$ cat src/rtl/bus_arbiter_if.sv
// Shared Wishbone-classic bus bundle for bus_arbiter: NMASTERS request ports plus the single slave-side port.
// The master modport is the arbiter's view (it masters the shared slave bus); slave is the environment's view.
interface bus_arbiter_if #(
    parameter int NMASTERS = 3,
    parameter int AW       = 32,
    parameter int DW       = 32
);
    logic [NMASTERS-1:0]        m_cyc_i;
    logic [NMASTERS-1:0]        m_we_i;
    logic [NMASTERS*AW-1:0]     m_adr_i;
    logic [NMASTERS*DW-1:0]     m_dat_i;
    logic [NMASTERS*DW/8-1:0]   m_sel_i;
    logic [NMASTERS-1:0]        m_ack_o;
    logic [NMASTERS-1:0]        m_err_o;
    logic [DW-1:0]              m_dat_o;
    logic                       s_cyc_o;
    logic                       s_we_o;
    logic [AW-1:0]              s_adr_o;
    logic [DW-1:0]              s_dat_o;
    logic [DW/8-1:0]            s_sel_o;
    logic                       s_ack_i;
    logic [DW-1:0]              s_dat_i;
    logic [NMASTERS-1:0]        grant_o;

    modport master (
        input  m_cyc_i, m_we_i, m_adr_i, m_dat_i, m_sel_i, s_ack_i, s_dat_i,
        output m_ack_o, m_err_o, m_dat_o, s_cyc_o, s_we_o, s_adr_o, s_dat_o, s_sel_o, grant_o
    );

    modport slave (
        output m_cyc_i, m_we_i, m_adr_i, m_dat_i, m_sel_i, s_ack_i, s_dat_i,
        input  m_ack_o, m_err_o, m_dat_o, s_cyc_o, s_we_o, s_adr_o, s_dat_o, s_sel_o, grant_o
    );
endinterface

$ cat src/rtl/bus_arbiter.sv
// Round-robin, cyc-locked arbiter sharing one Wishbone-classic slave among NMASTERS masters.
// Optional bus watchdog enabled by defining BUS_ARBITER_TIMEOUT_EN.

// Per-master gating: contributes the master's signals only while it holds the grant.
module bus_arbiter_lane #(
    parameter int AW = 32,
    parameter int DW = 32
) (
    input  logic            gnt,
    input  logic            cyc,
    input  logic            we,
    input  logic [AW-1:0]   adr,
    input  logic [DW-1:0]   dat,
    input  logic [DW/8-1:0] sel,
    input  logic            s_ack,
    input  logic            tmo,
    output logic            g_cyc,
    output logic            g_we,
    output logic [AW-1:0]   g_adr,
    output logic [DW-1:0]   g_dat,
    output logic [DW/8-1:0] g_sel,
    output logic            ack,
    output logic            err
);
    assign g_cyc = gnt & cyc & ~tmo;
    assign g_we  = gnt & we;
    assign g_adr = gnt ? adr : '0;
    assign g_dat = gnt ? dat : '0;
    assign g_sel = gnt ? sel : '0;
    // An ack is only meaningful to a master still running its cycle.
    assign ack   = g_cyc & s_ack;
    assign err   = gnt & tmo;
endmodule

module bus_arbiter #(
    parameter int NMASTERS = 3,
    parameter int AW       = 32,
    parameter int DW       = 32
) (
    input  logic          clk_i,
    input  logic          rst_ni,
    bus_arbiter_if.master bus
);
    localparam int SW = DW / 8;
    localparam int IW = (NMASTERS > 1) ? $clog2(NMASTERS) : 1;

    typedef enum logic {IDLE, OWNED} state_t;

    state_t              state_q, state_d;
    logic [NMASTERS-1:0] grant_q, grant_d;
    logic [IW-1:0]       ptr_q, ptr_d;
    logic                tmo;
    logic                owner_cyc;
    logic                win_found;
    logic [IW-1:0]       win_idx;
    logic [IW-1:0]       cand_idx;
    int                  cand;

    logic [NMASTERS-1:0]           l_cyc, l_we, l_ack, l_err;
    logic [NMASTERS-1:0][AW-1:0]   l_adr;
    logic [NMASTERS-1:0][DW-1:0]   l_dat;
    logic [NMASTERS-1:0][SW-1:0]   l_sel;
    logic [AW-1:0]                 s_adr;
    logic [DW-1:0]                 s_dat;
    logic [SW-1:0]                 s_sel;

    generate
        for (genvar g = 0; g < NMASTERS; g++) begin : g_lane
            bus_arbiter_lane #(.AW(AW), .DW(DW)) u_lane (
                .gnt   (grant_q[g]),
                .cyc   (bus.m_cyc_i[g]),
                .we    (bus.m_we_i[g]),
                .adr   (bus.m_adr_i[g*AW +: AW]),
                .dat   (bus.m_dat_i[g*DW +: DW]),
                .sel   (bus.m_sel_i[g*SW +: SW]),
                .s_ack (bus.s_ack_i),
                .tmo   (tmo),
                .g_cyc (l_cyc[g]),
                .g_we  (l_we[g]),
                .g_adr (l_adr[g]),
                .g_dat (l_dat[g]),
                .g_sel (l_sel[g]),
                .ack   (l_ack[g]),
                .err   (l_err[g])
            );
        end
    endgenerate

    // Grant is one-hot, so OR-ing the gated lanes is the mux.
    always_comb begin
        s_adr = '0;
        s_dat = '0;
        s_sel = '0;
        for (int k = 0; k < NMASTERS; k++) begin
            s_adr = s_adr | l_adr[k];
            s_dat = s_dat | l_dat[k];
            s_sel = s_sel | l_sel[k];
        end
    end

    assign bus.s_cyc_o = |l_cyc;
    assign bus.s_we_o  = |l_we;
    assign bus.s_adr_o = s_adr;
    assign bus.s_dat_o = s_dat;
    assign bus.s_sel_o = s_sel;
    assign bus.m_ack_o = l_ack;
    assign bus.m_err_o = l_err;
    assign bus.m_dat_o = bus.s_dat_i;
    assign bus.grant_o = grant_q;

    assign owner_cyc = |(bus.m_cyc_i & grant_q);

    // First requester strictly after the pointer, wrapping modulo NMASTERS.
    always_comb begin
        win_found = 1'b0;
        win_idx   = ptr_q;
        cand      = 0;
        cand_idx  = '0;
        for (int i = 1; i <= NMASTERS; i++) begin
            cand     = (int'(ptr_q) + i) % NMASTERS;
            cand_idx = IW'(cand);
            if (!win_found && bus.m_cyc_i[cand_idx]) begin
                win_found = 1'b1;
                win_idx   = cand_idx;
            end
        end
    end

    always_comb begin
        state_d = state_q;
        grant_d = grant_q;
        ptr_d   = ptr_q;
        case (state_q)
            IDLE: begin
                if (win_found) begin
                    state_d          = OWNED;
                    grant_d          = '0;
                    grant_d[win_idx] = 1'b1;
                    ptr_d            = win_idx;
                end
            end
            OWNED: begin
                if (!owner_cyc || tmo) begin
                    state_d = IDLE;
                    grant_d = '0;
                end
            end
            default: begin
                state_d = IDLE;
                grant_d = '0;
            end
        endcase
    end

    always_ff @(posedge clk_i or negedge rst_ni) begin
        if (!rst_ni) begin
            state_q <= IDLE;
            grant_q <= '0;
            ptr_q   <= IW'(NMASTERS - 1);
        end else begin
            state_q <= state_d;
            grant_q <= grant_d;
            ptr_q   <= ptr_d;
        end
    end

`ifdef BUS_ARBITER_TIMEOUT_EN
    logic [7:0] wd_q;

    // Held at zero outside OWNED, so every ownership starts from a fresh count.
    always_ff @(posedge clk_i or negedge rst_ni) begin
        if (!rst_ni)
            wd_q <= '0;
        else if (state_q != OWNED || bus.s_ack_i)
            wd_q <= '0;
        else
            wd_q <= wd_q + 8'd1;
    end

    assign tmo = (state_q == OWNED) && (wd_q == 8'hFF);
`else
    assign tmo = 1'b0;
`endif
endmodule
$ cat src/flat_wrapper.sv
// flat-port wrapper written by rule: the top's interface ports become plain ports
module bus_arbiter_flat 
#(
    parameter int NMASTERS = 3,
    parameter int AW       = 32,
    parameter int DW       = 32
)
  (clk_i, rst_ni, bus_m_cyc_i, bus_m_we_i, bus_m_adr_i, bus_m_dat_i, bus_m_sel_i, bus_s_ack_i, bus_s_dat_i, bus_m_ack_o, bus_m_err_o, bus_m_dat_o, bus_s_cyc_o, bus_s_we_o, bus_s_adr_o, bus_s_dat_o, bus_s_sel_o, bus_grant_o);
  bus_arbiter_if #(.NMASTERS(NMASTERS), .AW(AW), .DW(DW)) bus_i ();
  input  logic clk_i;
  input  logic rst_ni;
  input wire logic [$bits(bus_i.m_cyc_i)-1:0] bus_m_cyc_i;
  input wire logic [$bits(bus_i.m_we_i)-1:0] bus_m_we_i;
  input wire logic [$bits(bus_i.m_adr_i)-1:0] bus_m_adr_i;
  input wire logic [$bits(bus_i.m_dat_i)-1:0] bus_m_dat_i;
  input wire logic [$bits(bus_i.m_sel_i)-1:0] bus_m_sel_i;
  input wire logic [$bits(bus_i.s_ack_i)-1:0] bus_s_ack_i;
  input wire logic [$bits(bus_i.s_dat_i)-1:0] bus_s_dat_i;
  output wire logic [$bits(bus_i.m_ack_o)-1:0] bus_m_ack_o;
  output wire logic [$bits(bus_i.m_err_o)-1:0] bus_m_err_o;
  output wire logic [$bits(bus_i.m_dat_o)-1:0] bus_m_dat_o;
  output wire logic [$bits(bus_i.s_cyc_o)-1:0] bus_s_cyc_o;
  output wire logic [$bits(bus_i.s_we_o)-1:0] bus_s_we_o;
  output wire logic [$bits(bus_i.s_adr_o)-1:0] bus_s_adr_o;
  output wire logic [$bits(bus_i.s_dat_o)-1:0] bus_s_dat_o;
  output wire logic [$bits(bus_i.s_sel_o)-1:0] bus_s_sel_o;
  output wire logic [$bits(bus_i.grant_o)-1:0] bus_grant_o;
  assign bus_i.m_cyc_i = bus_m_cyc_i;
  assign bus_i.m_we_i = bus_m_we_i;
  assign bus_i.m_adr_i = bus_m_adr_i;
  assign bus_i.m_dat_i = bus_m_dat_i;
  assign bus_i.m_sel_i = bus_m_sel_i;
  assign bus_i.s_ack_i = bus_s_ack_i;
  assign bus_i.s_dat_i = bus_s_dat_i;
  assign bus_m_ack_o = bus_i.m_ack_o;
  assign bus_m_err_o = bus_i.m_err_o;
  assign bus_m_dat_o = bus_i.m_dat_o;
  assign bus_s_cyc_o = bus_i.s_cyc_o;
  assign bus_s_we_o = bus_i.s_we_o;
  assign bus_s_adr_o = bus_i.s_adr_o;
  assign bus_s_dat_o = bus_i.s_dat_o;
  assign bus_s_sel_o = bus_i.s_sel_o;
  assign bus_grant_o = bus_i.grant_o;
  bus_arbiter #(.NMASTERS(NMASTERS), .AW(AW), .DW(DW)) u_core (.clk_i(clk_i), .rst_ni(rst_ni), .bus(bus_i));
endmodule
$ cat config.mk
export PLATFORM = sky130hd
export DESIGN_NAME = bus_arbiter_flat
export DESIGN_NICKNAME = d
export VERILOG_FILES = /design/src/rtl/bus_arbiter_if.sv /design/src/rtl/bus_arbiter.sv /design/src/flat_wrapper.sv
export SDC_FILE = /design/constraint.sdc
export NUM_CORES = 1
export LEC_CHECK = 0
export BUFFER_PORTS_ARGS = -buffer_cell sky130_fd_sc_hd__buf_2
export CAP_MARGIN = 0
export CORE_AREA = 2 2 139 141
export CTS_BUF_LIST = sky130_fd_sc_hd__clkbuf_16
export DETAILED_ROUTE_END_ITERATION = 10
export DIE_AREA = 0 0 141 143
export GPL_TIMING_DRIVEN = 0
export PLACE_DENSITY_LB_ADDON = 0.08
export REMOVE_ABC_BUFFERS = 1
export SLEW_MARGIN = 10
export SYNTH_ARGS = -nofsm -noshare
export SYNTH_HDL_FRONTEND = slang
export SYNTH_HIERARCHICAL = 1
export SYNTH_SLANG_ARGS = --single-unit
$ cat constraint.sdc
create_clock -name clk_i -period 2.4 [get_ports clk_i]
set_clock_uncertainty 0.2 [all_clocks]
set_input_delay 0.36 -clock clk_i [delete_from_list [all_inputs] [get_ports clk_i]]
set_output_delay 0.36 -clock clk_i [all_outputs]
set_load 0.02 [all_outputs]
### Yosys cells after proc, flatten, opt, wreduce, memory -nomap -nowiden

Index checks and enable logic that the tools add are counted.

* register bits after elaboration: 6
* word-level logic and storage cells: 72

* $add $sub $neg: 3
* div/mod/pow operators: 3
* order comparisons: 5
* equality and inequality tests: 2
* mux-type cells: 29
* bitwise operators: 17
* reductions and logical operators: 10

Operators with widths (number)
* $mux 32: 6
* $or 32x32->32: 4
* $mod 32x3->32 const B: 3
* $lt 2x3->1 const B: 4
* $mux 4: 3
* $and 1x1->1: 9
* $mux 1: 9
* $reduce_or 3->1: 3
* $or 4x4->4: 2
* $add 2x2->3 const B: 2
* $bmux 1 s2: 3
* $mux 2: 3
* $mux 3: 2
* $pmux 3 s2: 1
* $reduce_and 2->1: 2
* $add 2x1->3 const B: 1
* $and 3x3->3: 1
* $logic_and 1x1->1: 3
* $demux 1 s2: 1
* $ge 2x1->1 const B: 1
* $logic_not 1->1: 2
* $ne 2x1->1 const B: 1
* $ne 2x2->1 const B: 1
* $pmux 1 s2: 1
* $not 1->1: 1

### Logic depth before layout (Yosys ltp)

* depth after elaboration: 17
* mapped depth: 8

### Hierarchy

Netlist, hierarchy kept.

Modules (own cells, without submodules)
* bus_arbiter_lane: instances 3, cells each 79, area each 554.3 µm², sequential area each 0.0 µm²
* bus_arbiter: instances 1, cells each 161, area each 1218.7 µm², sequential area each 151.4 µm²

### Worst setup path after synthesis

OpenSTA, ideal clock, no wires.

* kind: register -> register
* start point: register u_core.ptr_q[1]
* end point: register u_core.ptr_q[0]
* arrival time: 1.902 ns
* required time: 2.075 ns
* path slack: 0.173 ns
* stages on the path, launching flop included: 7
* buffers on the path: 0
* period minus slack after synthesis: 2.227 ns
* cells stage by stage: dfstp_2 inv_1 ha_1 mux2i_1 nor2_1 o41a_4 mux2_4

* word-level cells in the longest chain between the ends: 12
* elaborated cells between the ends (all ways): 23
* those cells by class: add/sub (3); div (3); mux (12); reduce/logical (5)

Ends and longest elaborated chain
* from (decl): RTL line bus_arbiter.sv:51 `logic [IW-1:0] ptr_q, ptr_d;`
* from (signal assigned): RTL line bus_arbiter.sv:159 `ptr_q <= IW'(NMASTERS - 1);`
* from (signal assigned): RTL line bus_arbiter.sv:163 `ptr_q <= ptr_d;`
* $add 2x1->3: RTL line bus_arbiter.sv:120 `cand = (int'(ptr_q) + i) % NMASTERS;`
* $mod 32x3->32: RTL line bus_arbiter.sv:120
* $bmux 1 s2: RTL line bus_arbiter.sv:122 `if (!win_found && bus.m_cyc_i[cand_idx]) begin`
* $mux 1 (not written as such): RTL line bus_arbiter.sv:122
* $mux 1: RTL line bus_arbiter.sv:122
* $logic_not 1->1: RTL line bus_arbiter.sv:122
* $logic_and 1x1->1: RTL line bus_arbiter.sv:122
* $mux 1: RTL line bus_arbiter.sv:122
* $logic_not 1->1: RTL line bus_arbiter.sv:122
* $logic_and 1x1->1: RTL line bus_arbiter.sv:122
* $mux 1: RTL line bus_arbiter.sv:122
* $reduce_and 2->1 (no line)

Parallel ways exist; a longest one is shown, timed or not. The select of a mux whose other input is x is not followed.
A chain may end at the register's enable or synchronous reset.

### Worst setup path in the final report

Same ends and word-level chain as after synthesis.

==> results.ini <==
[run_status]
status=finished clean

[yosys]
synth.ff_latch_count=6
synth_commonest_cells=and2_2, or3_1, and2_1
yosysWarnings=6
postSynthAreaPerCell_um2=7.24
yosysSeqAreaShare_pct=5.25
yosys.area.top_type=and2_2
synth_xor_area_share_pct=0
synth_top_family_by_area=simple AND/OR/NAND/NOR gates
yosysUniqueCellTypes=35
synthAdderAreaFrac_pct=1.74
synthSimpleGateAreaFrac_pct=71.9
synth.area.mux_share_pct=2.43
synth-compound-area-share_pct=5.60
synth_ff_type=dfrtp_1
synth_edf_count=0
yosysMostFrequentCell=and2_2
async_flop_share_pct=100
ys_top_cells_by_area=and2_2, or3_1, and2_1, buf_4, dfrtp_1
synth_top_area_share_pct=38.3
netlist_instances=398
syn-cell-area_um2=2880

[grt]
grt_pass1_wl_mm=23.7
grt_max_degree=50
grt_pass1_vias=3607
grt_use_total_pct=15.8
grt_overflow=0
antenna_found_initial=3

[finish]
num-nets-final=905
nFillCells=2137
finalCoreUtilization_pct=24.7
area_growth_pct=59.1
instances_no_fill=893
drive_above_1_share_pct=72.1
seq_area_um2=163
multi_input_area_um2=2450

[floorplanning]
initial_core_util_pct=15.5
io_pins=356
die_area_um2=20200
die_h_um=143
die_w_um=141
core_um2=18600
placementRows=50

[clock_tree]
cts_made_buffers=3
cts_sinks=6
tritoncts=yes
clkTransAtPathRegs_ns=0.04
clock_latency_ns=0.23
cts_root_buf=clkbuf_16
h-tree-depth=1
clock_path_buffers=2

[pwr]
p_leak_uw=0.00267
powerDensity_nw_per_um2=924
ir_drop_uv=727

[place]
dp_hpwl_mm=13.8
port_buffers=288
placed_cells=877
place_ws_ns=0.0131
gp_congestion=0.743

[route]
drcViolationCount=0
avgRoutedWirePerCell_um=18.9
vias=3601
routed_wl_mm=16.9
ant_nets=0
avgViaCountPerCell=4.03
drt_iter0_markers=78
firstDrtPassIters=4

[sta]
setup_violations=0
min_period_ns=2.33
timing.final.ws_setup_ns=0.0739
final_max_slew_viol_count=0
holdWs_ns=0.279
finalCritPeriodShare_pct=96.9
hold_viol=0
fmax_ghz=0.430

[worst_setup_path]
slowest_stage=dfstp_2
cp.arrival_ns=2.23
critPathMaxStageDelay_ns=0.57
crit_required_ns=2.31
crit_chain=ha_2 -> nand3b_1 -> o21ai_2 -> o41a_4 -> mux2_4
crit_fanout=11
endpoint_kind=register
worstSetupPathType=register to register
crit_path_start_kind=register

[worst_hold_path]
hp-class=input port to asynchronous set/reset pin

[flow_run]
cap_violations=0

-- path summary, 6_finish.rpt --
path | startpoint | end | slack, ns | cells past startpoint
worst max-delay path | u_core/ptr_q[1] | u_core/ptr_q[0] | 0.07 | 5
worst min-delay path | rst_ni | u_core/state_q | 0.28 | 2
worst max register to register | u_core/ptr_q[1] | u_core/ptr_q[0] | 0.07 | 5
worst min register to register | u_core/state_q | u_core/state_q | 0.37 | 2
max in group asynchronous | rst_ni | u_core/ptr_q[1] | 1.50 | 2
min in group clk_i | u_core/state_q | u_core/state_q | 0.37 | 2
-- routing by layer --
metal / part of all wire (%) / GRT usage (%) / up-vias
met5: 0.11 / 0 / -
met4: 0.60 / 1.16 / 2
met3: 12 / 7.61 / 6
met2: 43 / 25.0 / 196
met1: 44 / 20.4 / 1622
li1: - / - / 1775
-- worst max-delay path: cells and delay by family, from the launching register on --
kind / cells / cell delay [ns]
compound gates: 2 / 0.59
fa+ha+maj: 1 / 0.37
flops: 1 / 0.57
mux: 1 / 0.31
simple gates: 1 / 0.17
-- repair_timing --
item / in CTS / in global routing
setup buffers: 6 / 1
setup endpoints to repair: 30 / 5
resized for setup: 6 / 11
hold buffers: 1 / 0
hold endpoints to repair: 6 / 0
pin swaps: 0 / 2
-- layout make-up --
class,instances,area share [%]
inverter,6,0.491
multi-input combinational,340,53.4
tap,234,6.39
clock buffer,3,1.64
antenna,4,0.218
clock inverter,1,0.0819
timing repair buffer,299,34.3
sequential,6,3.55
-- where the power goes --
part           total, uW  internal [uW]  switching (uW)
Clock                276            216            59.3
Combinational       3740           1630            2110
Sequential           222            169            53.1
-- flip-flops by register name, indices dropped and copies added, names as in the netlist --
name,flops
u_core/ptr_q,2
u_core/state_q,1
u_core/bus.grant_o,3
-- placed cells by master, fill, tap and decap left out, types with 3 or more instances in the layout --
master,count
a21oi_1,4
and2_1,63
and2_2,147
and3b_2,3
and4b_1,3
buf_12,3
buf_2,288
buf_4,5
clkbuf_16,3
conb_1,9
dfrtp_4,3
diode_2,4
ha_2,3
inv_1,7
nand2_1,3
nand2b_1,3
nand3b_1,3
nor2_1,4
or3_1,68
-- stage by stage --
| step | TNS [ns] | total power (uW) | cell area (um2) |
|---|---|---|---|
| 6_report | 0 | 4240 | 4580 |
| 3_5_place_dp | 0 | 3790 | 4360 |
| 5_1_grt | -0.0303 | 4650 | 4580 |
| 3_3_place_gp | -57.05 | 3740 | 4300 |
| 2_1_floorplan | 0 | 2470 | 2560 |
| 4_1_cts | 0 | 4230 | 4520 |
-- kinds of logic (layout without fill, tap and decap cells) --
logic type | count (synthesis) | count (layout)
AND/OR/NAND/NOR | 301 | 301
buffers and inverters | 60 | 309
AO/OA/AOI/OAI | 20 | 20
multiplexers | 6 | 6
flip-flops | 6 | 6
adder cells (fa/ha/maj) | 4 | 4
other | 1 | 13
No activity file was read; power rests on OpenSTA's default activity.
